[config.mk]
export PLATFORM = sky130hd
export DESIGN_NAME = jzjpcc_operandstage_flat
export DESIGN_NICKNAME = d
export VERILOG_FILES = /design/src/rtl/jzjpcc_operandstage_if.sv /design/src/rtl/jzjpcc_operandstage.sv /design/src/flat_wrapper.sv
export SDC_FILE = /design/constraint.sdc
export NUM_CORES = 1
export LEC_CHECK = 0
export CAP_MARGIN = 20
export CELL_PAD_IN_SITES_DETAIL_PLACEMENT = 0
export CELL_PAD_IN_SITES_GLOBAL_PLACEMENT = 1
export CORE_ASPECT_RATIO = 1.75
export CORE_UTILIZATION = 36
export CTS_CLUSTER_SIZE = 10
export DETAILED_ROUTE_END_ITERATION = 12
export PLACE_DENSITY_LB_ADDON = 0.15
export RECOVER_POWER = 100
export SLEW_MARGIN = 10
export SYNTH_ARGS = -nofsm -noshare
export SYNTH_HDL_FRONTEND = slang
export SYNTH_SLANG_ARGS = --single-unit
[constraint.sdc]
create_clock -name clock -period 10.1 [get_ports clock]
set_input_delay 3.03 -clock clock [delete_from_list [all_inputs] [get_ports clock]]
set_output_delay 3.03 -clock clock [all_outputs]
set_load 0.01 [all_outputs]
[src/rtl/jzjpcc_operandstage_if.sv]
// Decode/execute boundary bus for the jzjpcc operand stage.
// Groups the decode-slot inputs, the forwarding sources, the stall/flush
// controls and the registered operand outputs.
//   master : producer side (decode, forwarding network, consumer of operands)
//   slave  : the operand stage itself
interface jzjpcc_operandstage_if #(
  parameter int PC_MAX_B   = 31,
  parameter int NUM_BYPASS = 3
);
  logic                      in_valid;
  logic [2:0]                aluMuxMode;
  logic                      storeOp;
  logic [4:0]                rs1Addr;
  logic [4:0]                rs2Addr;
  logic [31:0]               rs1;
  logic [31:0]               rs2;
  logic [31:0]               immediate;
  logic [PC_MAX_B-2:0]       currentPC;
  logic [NUM_BYPASS-1:0]     bypassValid;
  logic [5*NUM_BYPASS-1:0]   bypassAddr;
  logic [32*NUM_BYPASS-1:0]  bypassValue;
  logic [NUM_BYPASS-1:0]     bypassReady;
  logic                      stall;
  logic                      flush;
  logic                      out_valid;
  logic [31:0]               aluOperandA;
  logic [31:0]               aluOperandB;
  logic [31:0]               storeData;
  logic                      hazardStall;

  modport master (
    output in_valid, aluMuxMode, storeOp, rs1Addr, rs2Addr, rs1, rs2,
           immediate, currentPC, bypassValid, bypassAddr, bypassValue,
           bypassReady, stall, flush,
    input  out_valid, aluOperandA, aluOperandB, storeData, hazardStall
  );

  modport slave (
    input  in_valid, aluMuxMode, storeOp, rs1Addr, rs2Addr, rs1, rs2,
           immediate, currentPC, bypassValid, bypassAddr, bypassValue,
           bypassReady, stall, flush,
    output out_valid, aluOperandA, aluOperandB, storeData, hazardStall
  );
endinterface

[src/rtl/jzjpcc_operandstage.sv]
// Registered execute-stage operand selector for the jzjpcc RV32I pipeline.
// Resolves RS1/RS2 against NUM_BYPASS forwarding sources (index 0 youngest,
// highest priority), raises a load-use hazard request, and registers the
// operands so the ALU sees them one cycle later. While stalled, held operand
// values keep snooping ready forwarding sources so execute never goes stale.
// Ports:
//   clock : rising-edge clock
//   reset : asynchronous active-low reset
//   bus   : jzjpcc_operandstage_if slave (decode inputs, forwarding sources,
//           stall/flush, operand outputs, hazardStall)
module jzjpcc_operandstage #(
  parameter int PC_MAX_B   = 31,
  parameter int NUM_BYPASS = 3
) (
  input  logic                  clock,
  input  logic                  reset,
  jzjpcc_operandstage_if.slave  bus
);

  localparam logic [2:0] MODE_RS1_RS2 = 3'b000;
  localparam logic [2:0] MODE_RS1_IMM = 3'b001;
  localparam logic [2:0] MODE_PC_4    = 3'b010;
  localparam logic [2:0] MODE_PC_IMM  = 3'b011;
  localparam logic [2:0] MODE_LUI     = 3'b100;
  localparam logic [2:0] MODE_RS1_0   = 3'b101;

  // Unpacked views of the flattened forwarding buses
  logic [4:0]  bp_addr  [NUM_BYPASS];
  logic [31:0] bp_value [NUM_BYPASS];

  genvar gi;
  generate
    for (gi = 0; gi < NUM_BYPASS; gi++) begin : g_bp_slice
      assign bp_addr[gi]  = bus.bypassAddr[5*gi +: 5];
      assign bp_value[gi] = bus.bypassValue[32*gi +: 32];
    end
  endgenerate

  // Registered execute fields
  logic                valid_reg;
  logic [2:0]          mode_reg;
  logic [PC_MAX_B-2:0] pc_reg;
  logic [31:0]         imm_reg;
  logic [4:0]          r1_addr_reg;
  logic [4:0]          r2_addr_reg;
  logic [31:0]         r1_val_reg;
  logic [31:0]         r2_val_reg;

  // Decode-side resolution: the winner's readiness matters even if a
  // lower-priority ready copy exists, so loop from the lowest priority up
  // and let younger matches overwrite.
  logic [31:0] rs1_res, rs2_res;
  logic        rs1_rdy, rs2_rdy;
  logic        rs1_used, rs2_used;
  logic        hazard;

  always_comb begin
    rs1_res = bus.rs1;
    rs1_rdy = 1'b1;
    rs2_res = bus.rs2;
    rs2_rdy = 1'b1;
    for (int i = NUM_BYPASS - 1; i >= 0; i--) begin
      if (bus.bypassValid[i] && bp_addr[i] == bus.rs1Addr) begin
        rs1_res = bp_value[i];
        rs1_rdy = bus.bypassReady[i];
      end
      if (bus.bypassValid[i] && bp_addr[i] == bus.rs2Addr) begin
        rs2_res = bp_value[i];
        rs2_rdy = bus.bypassReady[i];
      end
    end
    if (bus.rs1Addr == 5'd0) begin
      rs1_res = 32'd0;
      rs1_rdy = 1'b1;
    end
    if (bus.rs2Addr == 5'd0) begin
      rs2_res = 32'd0;
      rs2_rdy = 1'b1;
    end
  end

  always_comb begin
    rs1_used = 1'b1;
    rs2_used = bus.storeOp;
    case (bus.aluMuxMode)
      MODE_PC_4, MODE_PC_IMM, MODE_LUI: rs1_used = 1'b0;
      default:                          rs1_used = 1'b1;
    endcase
    case (bus.aluMuxMode)
      MODE_RS1_IMM, MODE_PC_4, MODE_PC_IMM, MODE_LUI, MODE_RS1_0: ;
      default: rs2_used = 1'b1;
    endcase
  end

  // An external stall already holds upstream, so no hazard is reported then
  assign hazard = bus.in_valid && !bus.stall &&
                  ((rs1_used && !rs1_rdy) || (rs2_used && !rs2_rdy));
  assign bus.hazardStall = hazard;

  // Hold-side snooping: only ready sources can refresh a held value, so an
  // unready younger match is skipped in favour of an older ready one.
  logic        snoop1_hit, snoop2_hit;
  logic [31:0] snoop1_val, snoop2_val;

  always_comb begin
    snoop1_hit = 1'b0;
    snoop1_val = 32'd0;
    snoop2_hit = 1'b0;
    snoop2_val = 32'd0;
    for (int i = NUM_BYPASS - 1; i >= 0; i--) begin
      if (bus.bypassValid[i] && bus.bypassReady[i] && bp_addr[i] == r1_addr_reg) begin
        snoop1_hit = 1'b1;
        snoop1_val = bp_value[i];
      end
      if (bus.bypassValid[i] && bus.bypassReady[i] && bp_addr[i] == r2_addr_reg) begin
        snoop2_hit = 1'b1;
        snoop2_val = bp_value[i];
      end
    end
  end

  always_ff @(posedge clock or negedge reset) begin
    if (!reset) begin
      valid_reg   <= 1'b0;
      mode_reg    <= 3'b000;
      pc_reg      <= '0;
      imm_reg     <= 32'd0;
      r1_addr_reg <= 5'd0;
      r2_addr_reg <= 5'd0;
      r1_val_reg  <= 32'd0;
      r2_val_reg  <= 32'd0;
    end else if (bus.flush) begin
      valid_reg <= 1'b0;
    end else if (!bus.stall) begin
      valid_reg   <= bus.in_valid && !hazard;
      mode_reg    <= bus.aluMuxMode;
      pc_reg      <= bus.currentPC;
      imm_reg     <= bus.immediate;
      r1_addr_reg <= bus.rs1Addr;
      r2_addr_reg <= bus.rs2Addr;
      r1_val_reg  <= rs1_res;
      r2_val_reg  <= rs2_res;
    end else if (valid_reg) begin
      if (snoop1_hit && r1_addr_reg != 5'd0) r1_val_reg <= snoop1_val;
      if (snoop2_hit && r2_addr_reg != 5'd0) r2_val_reg <= snoop2_val;
    end
  end

  // Operand muxes
  logic [PC_MAX_B:0] pc_bytes;
  assign pc_bytes = {pc_reg, 2'b00};

  always_comb begin
    case (mode_reg)
      MODE_PC_4, MODE_PC_IMM: bus.aluOperandA = 32'(pc_bytes);
      MODE_LUI:               bus.aluOperandA = 32'd0;
      default:                bus.aluOperandA = r1_val_reg;
    endcase
    case (mode_reg)
      MODE_RS1_IMM, MODE_PC_IMM, MODE_LUI: bus.aluOperandB = imm_reg;
      MODE_PC_4:                           bus.aluOperandB = 32'd4;
      MODE_RS1_0:                          bus.aluOperandB = 32'd0;
      default:                             bus.aluOperandB = r2_val_reg;
    endcase
  end

  assign bus.out_valid = valid_reg;
  assign bus.storeData = r2_val_reg;

endmodule

[src/flat_wrapper.sv]
// flat-port wrapper written by rule: the top's interface ports become plain ports
module jzjpcc_operandstage_flat 
#(
  parameter int PC_MAX_B   = 31,
  parameter int NUM_BYPASS = 3
)
  (clock, reset, bus_in_valid, bus_aluMuxMode, bus_storeOp, bus_rs1Addr, bus_rs2Addr, bus_rs1, bus_rs2, bus_immediate, bus_currentPC, bus_bypassValid, bus_bypassAddr, bus_bypassValue, bus_bypassReady, bus_stall, bus_flush, bus_out_valid, bus_aluOperandA, bus_aluOperandB, bus_storeData, bus_hazardStall);
  jzjpcc_operandstage_if #(.PC_MAX_B(PC_MAX_B), .NUM_BYPASS(NUM_BYPASS)) bus_i ();
  input  logic clock;
  input  logic reset;
  input wire logic [$bits(bus_i.in_valid)-1:0] bus_in_valid;
  input wire logic [$bits(bus_i.aluMuxMode)-1:0] bus_aluMuxMode;
  input wire logic [$bits(bus_i.storeOp)-1:0] bus_storeOp;
  input wire logic [$bits(bus_i.rs1Addr)-1:0] bus_rs1Addr;
  input wire logic [$bits(bus_i.rs2Addr)-1:0] bus_rs2Addr;
  input wire logic [$bits(bus_i.rs1)-1:0] bus_rs1;
  input wire logic [$bits(bus_i.rs2)-1:0] bus_rs2;
  input wire logic [$bits(bus_i.immediate)-1:0] bus_immediate;
  input wire logic [$bits(bus_i.currentPC)-1:0] bus_currentPC;
  input wire logic [$bits(bus_i.bypassValid)-1:0] bus_bypassValid;
  input wire logic [$bits(bus_i.bypassAddr)-1:0] bus_bypassAddr;
  input wire logic [$bits(bus_i.bypassValue)-1:0] bus_bypassValue;
  input wire logic [$bits(bus_i.bypassReady)-1:0] bus_bypassReady;
  input wire logic [$bits(bus_i.stall)-1:0] bus_stall;
  input wire logic [$bits(bus_i.flush)-1:0] bus_flush;
  output wire logic [$bits(bus_i.out_valid)-1:0] bus_out_valid;
  output wire logic [$bits(bus_i.aluOperandA)-1:0] bus_aluOperandA;
  output wire logic [$bits(bus_i.aluOperandB)-1:0] bus_aluOperandB;
  output wire logic [$bits(bus_i.storeData)-1:0] bus_storeData;
  output wire logic [$bits(bus_i.hazardStall)-1:0] bus_hazardStall;
  assign bus_i.in_valid = bus_in_valid;
  assign bus_i.aluMuxMode = bus_aluMuxMode;
  assign bus_i.storeOp = bus_storeOp;
  assign bus_i.rs1Addr = bus_rs1Addr;
  assign bus_i.rs2Addr = bus_rs2Addr;
  assign bus_i.rs1 = bus_rs1;
  assign bus_i.rs2 = bus_rs2;
  assign bus_i.immediate = bus_immediate;
  assign bus_i.currentPC = bus_currentPC;
  assign bus_i.bypassValid = bus_bypassValid;
  assign bus_i.bypassAddr = bus_bypassAddr;
  assign bus_i.bypassValue = bus_bypassValue;
  assign bus_i.bypassReady = bus_bypassReady;
  assign bus_i.stall = bus_stall;
  assign bus_i.flush = bus_flush;
  assign bus_out_valid = bus_i.out_valid;
  assign bus_aluOperandA = bus_i.aluOperandA;
  assign bus_aluOperandB = bus_i.aluOperandB;
  assign bus_storeData = bus_i.storeData;
  assign bus_hazardStall = bus_i.hazardStall;
  jzjpcc_operandstage #(.PC_MAX_B(PC_MAX_B), .NUM_BYPASS(NUM_BYPASS)) u_core (.clock(clock), .reset(reset), .bus(bus_i));
endmodule
# Yosys cells after proc, flatten, opt, wreduce, memory -nomap -nowiden
# Index checks and enable logic that the tools add are counted.
[totals]
elab_cells = 114
output_inout_bits = 98
regBits = 140
inputBits = 262
[classes]
n_mux = 40
reduce_logical = 38
eq_ne = 26
bitwise_logic = 2
[ops]
columns = ["op", "n"]
rows = [
  ["$mux W32", 20],
  ["$pmux W32 S3", 1],
  ["$pmux W32 S2", 1],
  ["$eq A5 B5 Y1", 12],
  ["$logic_and A1 B1 Y1", 22],
  ["$mux W1", 18],
  ["$eq A3 B2 Y1 const B", 4],
  ["$eq A3 B3 Y1 const B", 4],
  ["$logic_not A5 Y1", 2],
  ["$reduce_bool A5 Y1", 2],
  ["$ne A2 B1 Y1 const B", 4],
  ["$eq A3 B1 Y1 const B", 2],
  ["$reduce_and A3 Y1", 2],
  ["$reduce_or A3 Y1", 2],
  ["$reduce_or A5 Y1", 1],
  ["$logic_not A1 Y1", 4],
  ["$not A1 Y1", 2],
  ["$reduce_and A2 Y1", 1],
  ["$reduce_or A2 Y1", 1],
  ["$logic_or A1 B1 Y1", 1],
]

# Logic depth before layout (Yosys ltp)
# Gate-level depths: netlist (run 1).
[logic_depth]
depth_word = 14
ltp_mapped = 9
depth_no_buf = 6

# Worst setup path before layout (run 1)
# OpenSTA, ideal clock, no wires.
[synth_path]
path_kind = "input-to-output"
from = "in bus_rs1Addr[0]"
to = "out bus_hazardStall"
t_arrival_ps = 4603
path_buffers = 1
required_ps = 7070
path_stages = 7
slack_ps = 2467
path_cell_list = "clkbuf_1 xnor2_1 nand4_1 nor3_1 a211oi_1 o22ai_1 nor3b_1"
[synth_between]
elab_chain_cells = 10
word_cells_on_any_way = 15
classes_between = "3 x eq/ne; 4 x mux; 8 x reduce/logical"
[synth_rtl]
columns = ["element", "line", "text"]
rows = [
  ["start, declared", "flat_wrapper.sv:14", "input wire logic [$bits(bus_i.rs1Addr)-1:0] bus_rs1Addr;"],
  ["$eq A5 B5 Y1", "jzjpcc_operandstage.sv:63", "if (bus.bypassValid[i] && bp_addr[i] == bus.rs1Addr) begin"],
  ["$logic_and A1 B1 Y1", "jzjpcc_operandstage.sv:63", ""],
  ["$mux W1 (3 in series)", "jzjpcc_operandstage.sv:63", ""],
  ["$mux W1 *", "jzjpcc_operandstage.sv:72", "if (bus.rs1Addr == 5'd0) begin"],
  ["$logic_not A1 Y1 *", "jzjpcc_operandstage.sv:97", "((rs1_used && !rs1_rdy) || (rs2_used && !rs2_rdy));"],
  ["$logic_and A1 B1 Y1 *", "jzjpcc_operandstage.sv:97", ""],
  ["$logic_or A1 B1 Y1 *", "jzjpcc_operandstage.sv:97", ""],
  ["$logic_and A1 B1 Y1 *", "jzjpcc_operandstage.sv:96", "assign hazard = bus.in_valid && !bus.stall &&"],
  ["end, declared", "flat_wrapper.sv:30", "output wire logic [$bits(bus_i.hazardStall)-1:0] bus_hazardStall;"],
]
# Every way passes the cells marked *; elsewhere a longest branch is shown, timed or not.

# Worst setup path after layout (run 1)
[layout_path]
from = "in bus_bypassAddr[6]"
to = "reg u_core.r2_val_reg[3], in the netlist u_core.bus.storeData[3]"
[layout_between]
elab_chain_cells = 7
word_cells_on_any_way = 17
classes_between = "3 x eq/ne; 10 x mux; 4 x reduce/logical"
[layout_rtl]
columns = ["element", "line", "text"]
rows = [
  ["start, declared", "flat_wrapper.sv:21", "input wire logic [$bits(bus_i.bypassAddr)-1:0] bus_bypassAddr;"],
  ["$eq A5 B5 Y1", "jzjpcc_operandstage.sv:115", "if (bus.bypassValid[i] && bus.bypassReady[i] && bp_addr[i] == r2_addr_reg) begin"],
  ["$logic_and A1 B1 Y1", "jzjpcc_operandstage.sv:115", ""],
  ["$mux W1 / $mux W32 (equally long branches) (2 in series)", "jzjpcc_operandstage.sv:115", ""],
  ["$logic_and A1 B1 Y1 / $mux W32 (equally long branches)", "jzjpcc_operandstage.sv:145", "if (snoop2_hit && r2_addr_reg != 5'd0) r2_val_reg <= snoop2_val;"],
  ["$ne A2 B1 Y1 (no line) / $mux W32 (equally long branches)", "--", ""],
  ["$reduce_and A3 Y1 (no line) / $mux W32 (equally long branches)", "--", ""],
  ["end signal, assigned", "jzjpcc_operandstage.sv:142", "r2_val_reg <= rs2_res;"],
  ["end signal, assigned", "jzjpcc_operandstage.sv:145", ""],
  ["end, declared", "jzjpcc_operandstage.sv:47", "logic [31:0] r2_val_reg;"],
]
# Several ways; a longest one is shown, not always the timed one. The select of a mux whose other input is x is not followed.
# A chain may end at the register's enable or synchronous reset.

==> results of run 1 <==
## cell families after synthesis
logic type	after synthesis
buffers and inverters	131
AO/OA/AOI/OAI	420
multiplexers	79
flip-flops	140
XOR/XNOR	60
AND/OR/NAND/NOR	348
## synthesized netlist by cell type, drive strengths merged, types with 17 or more instances
library cell,number
nand2,158
a221o,38
nand3,26
nor2,111
a22o,61
clkbuf,80
a311o,32
a31oi,26
a221oi,26
a211oi,49
o21ai,86
buf,41
dfrtp,140
mux2,77
xor2,17
a2bb2oi,26
xnor2,43
a311oi,23
## through the flow
step           hold WS, ps  power, W
2_1_floorplan          472   0.00115
3_3_place_gp           490   0.00167
3_5_place_dp           497   0.00167
4_1_cts                512   0.00237
5_1_grt                523   0.00241
6_report               508   0.00231
## layout make-up
| cell class | instances | area [µm²] |
|---|---|---|
| diodes | 7 | 17.5 |
| clock buffers | 18 | 429 |
| clock inverters | 14 | 194 |
| fillers | 2712 | 13400 |
| inverters | 10 | 37.5 |
| multi-input cells | 907 | 6260 |
| flip-flops and latches | 140 | 3500 |
| well taps | 373 | 467 |
| repair buffers | 387 | 3760 |
## report_power, final
group / internal (W) / total (W) / switching, W / leakage (nW)
clock: 0.000414 / 0.000691 / 0.000277 / 0.301
sequential: 0.000676 / 0.000818 / 0.000142 / 1.67
combinational: 0.000438 / 0.000800 / 0.000362 / 3.52
total: 0.00153 / 0.00231 / 0.000781 / 5.49
## how the worst max path moves through the flow
| stage | from | endpoint | slack [ps] | cells after the start |
|---|---|---|---|---|
| 2_1_floorplan | bus_rs1Addr[0] | bus_hazardStall | 2470 | 7 |
| 5_1_grt | bus_bypassAddr[6] | u_core.bus.storeData[8]$_DFFE_PN0P_ | 970 | 8 |
| 3_3_place_gp | bus_rs1Addr[2] | bus_hazardStall | 1470 | 9 |
| 3_5_place_dp | bus_rs1Addr[2] | bus_hazardStall | 1490 | 9 |
| 4_1_cts | bus_rs1Addr[2] | bus_hazardStall | 1460 | 9 |
| 6_report | bus_bypassAddr[6] | u_core.bus.storeData[3]$_DFFE_PN0P_ | 1190 | 8 |
## critical path, cell delays in order
cell	delay [ps]
dlygate4sd3_1	640
xor2_1	200
nor4_1	610
and2_0	210
clkbuf_1	1440
o41a_2	410
clkbuf_1	2020
a41oi_1	420
## cells in the final DEF (no fill, tap or decap), types with 7 or more instances in the layout
cell and instances:
a211oi_1 48, o21ai_0 75, and2_0 11, xor2_1 17, a311oi_1 23, dlygate4sd3_1 95
clkbuf_1 10, o221ai_1 9, o21ai_1 10, mux2_2 73, nand2_1 158, dfrtp_1 140
a311o_1 32, nand4_1 10, xnor2_1 42, a221o_1 38, nor3_1 7, clkdlybuf4s50_1 262
nand3_1 26, a2bb2oi_1 26, clkbuf_16 17, a221oi_1 26, buf_4 20, inv_1 10
o211ai_1 15, diode_2 7, nor2_1 106, a41oi_1 15, a31oi_1 26, a22o_1 61
## metal layers
metal / track usage / vias to the layer above
met5: 0 / -
met4: 0.259 / 6
met3: 0.0673 / 159
met2: 0.617 / 599
met1: 0.374 / 5609
li1: - / 5073
==> results.yml, run 1 <==
detailed_routing:
  met1_length_mm: 17.5
  ant_nets: 0
  vias: 11400
  drtIter0Drc: 1047
  highest-signal-layer: "met5"
  route.detailed.drc: 0
  vias_per_cell: 6.17
  first_pass_iters: 6
  wl_met3_mm: 3.42
  drt_wl_total_mm: 51.0
  wl_met2_mm: 26.5
  avgRoutedWirePerCell_um: 27.5
run_status:
  violations: "capacitance limit, slew limit"
  status: "finished, violations left"
die:
  start_util: 0.367
  boundaryPins: 360
  dieWidth_um: 130
  die_y_um: 226
  num_rows: 81
  fp.dieArea_mm2: 0.0293
  coreArea_mm2: 0.0281
logic_synthesis:
  synth-compound-area-share: 0.322
  syn_avg_cell_area_um2: 8.75
  syn_area_mm2: 0.0103
  syn_inst: 1178
  ys_seq_area_frac: 0.340
  synth-edff-count: 0
  synthMuxAreaShare: 0.0861
  synth_top_area_cell: "dfrtp_1"
  ys_types: 52
  synth_ff_type: "dfrtp_1"
  yosysTopAreaCellShare: 0.340
  synth_seq_cells: 140
  synth_xor_area_frac: 0.0510
  synth_simple_gate_area_frac: 0.144
  synth_fa_ha_area_frac: 0
  synth_nets: 1440
  async_flop_share: 1.00
  synthTopCellsByArea: "dfrtp_1 (34%), mux2_2 (8.4%), nand2_1 (5.8%), a22o_1 (5.2%), nor2_1 (4.0%)"
  synth_top_family_by_area: "compound AO/OA/AOI/OAI gates"
  synth_warnings: 0
sta:
  hold_violations: 0
  setup-tns-final_ps: 0
  setup_slack_ps: 1190
  period_needed_ps: 8910
  period_share: 0.882
  tightestPinTransition_ps: 4630
  slew_headroom: -2.09
  clock.fmax_ghz: 0.112
  skew_ps: 8.40
  maxSlewViolCount: 480
  grt_setup_unrepaired: "no"
  finalSetupViolCount: 0
final_layout:
  final_area_mm2: 0.0147
  final_nets: 1725
  final_core_util: 0.523
  drive_gt1_frac: 0.0969
  finalNonFillerCells: 1856
  area_growth_pct: 42.4
placement:
  dp.cells: 1817
  dp_hpwl_mm: 36.6
  pre_cts_slack_ps: 1490
  dpl_cell_area_mm2: 0.0141
  routabilityCongestion: 0.910
  port_buffers: 359
pwr:
  ir_worst_vdd_v: 0.000124
  power.leakage_nw: 5.49
  power-per-cell-area_mw_per_mm2: 157
global_route:
  grt_pass1_wl_mm: 74.3
  globalRouteOverflowTotal: 0
  grt_max_degree: 84
  grt_pass1_vias: 11400
  grt_usage: 0.354
  antenna_found_initial: 10
worst_hold_path:
  hold_path_depth: 1
  worstHoldEndpoint: "u_core.imm_reg[17]$_DFFE_PN0P_"
  min_from: "u_core.imm_reg[17]$_DFFE_PN0P_"
  hold_path.class: "reg -> reg"
clock_tree:
  clkSlewWorstSetupHoldPaths_ps: 60
  postCtsHoldBufs: 0
  clock_latency_ps: 450
  cts_resized: 0
  htreeDepth: 4
  numCtsBuffers: 17
  cts.sinks: 140
  post_cts_buffers: 0
  cts_tree: "yes"
  clockRootBuffer: "clkbuf_16"
  cts_max_path_buffers: 2
worst_setup_path:
  timing.reg2reg.setup_slack_ps: 3880
  crit_path_end_kind: "flop"
  setup.worst_path.start_class: "input pin"
  r2r_end: "u_core.bus.storeData[3]$_DFFE_PN0P_"
  r2r-start: "u_core.r2_addr_reg[3]$_DFFE_PN0P_"
  crit_type: "in -> reg"
  cp.required_ps: 10240
  crit_fanout: 60
  r2r_cells: 7
  crit_arrival_ps: 9050
run:
  cap_violations: 11
Power figures use the tool's default switching activity.
==> run 2, diff against run 1 <==
- ABC_CLOCK_PERIOD_IN_PS: unset -> 10100
- HOLD_SLACK_MARGIN: unset -> 0.05
- SKIP_CTS_REPAIR_TIMING: unset -> 1
==> results of run 2 <==
The final DEF is identical to that of run 1; final timing and power are the same.
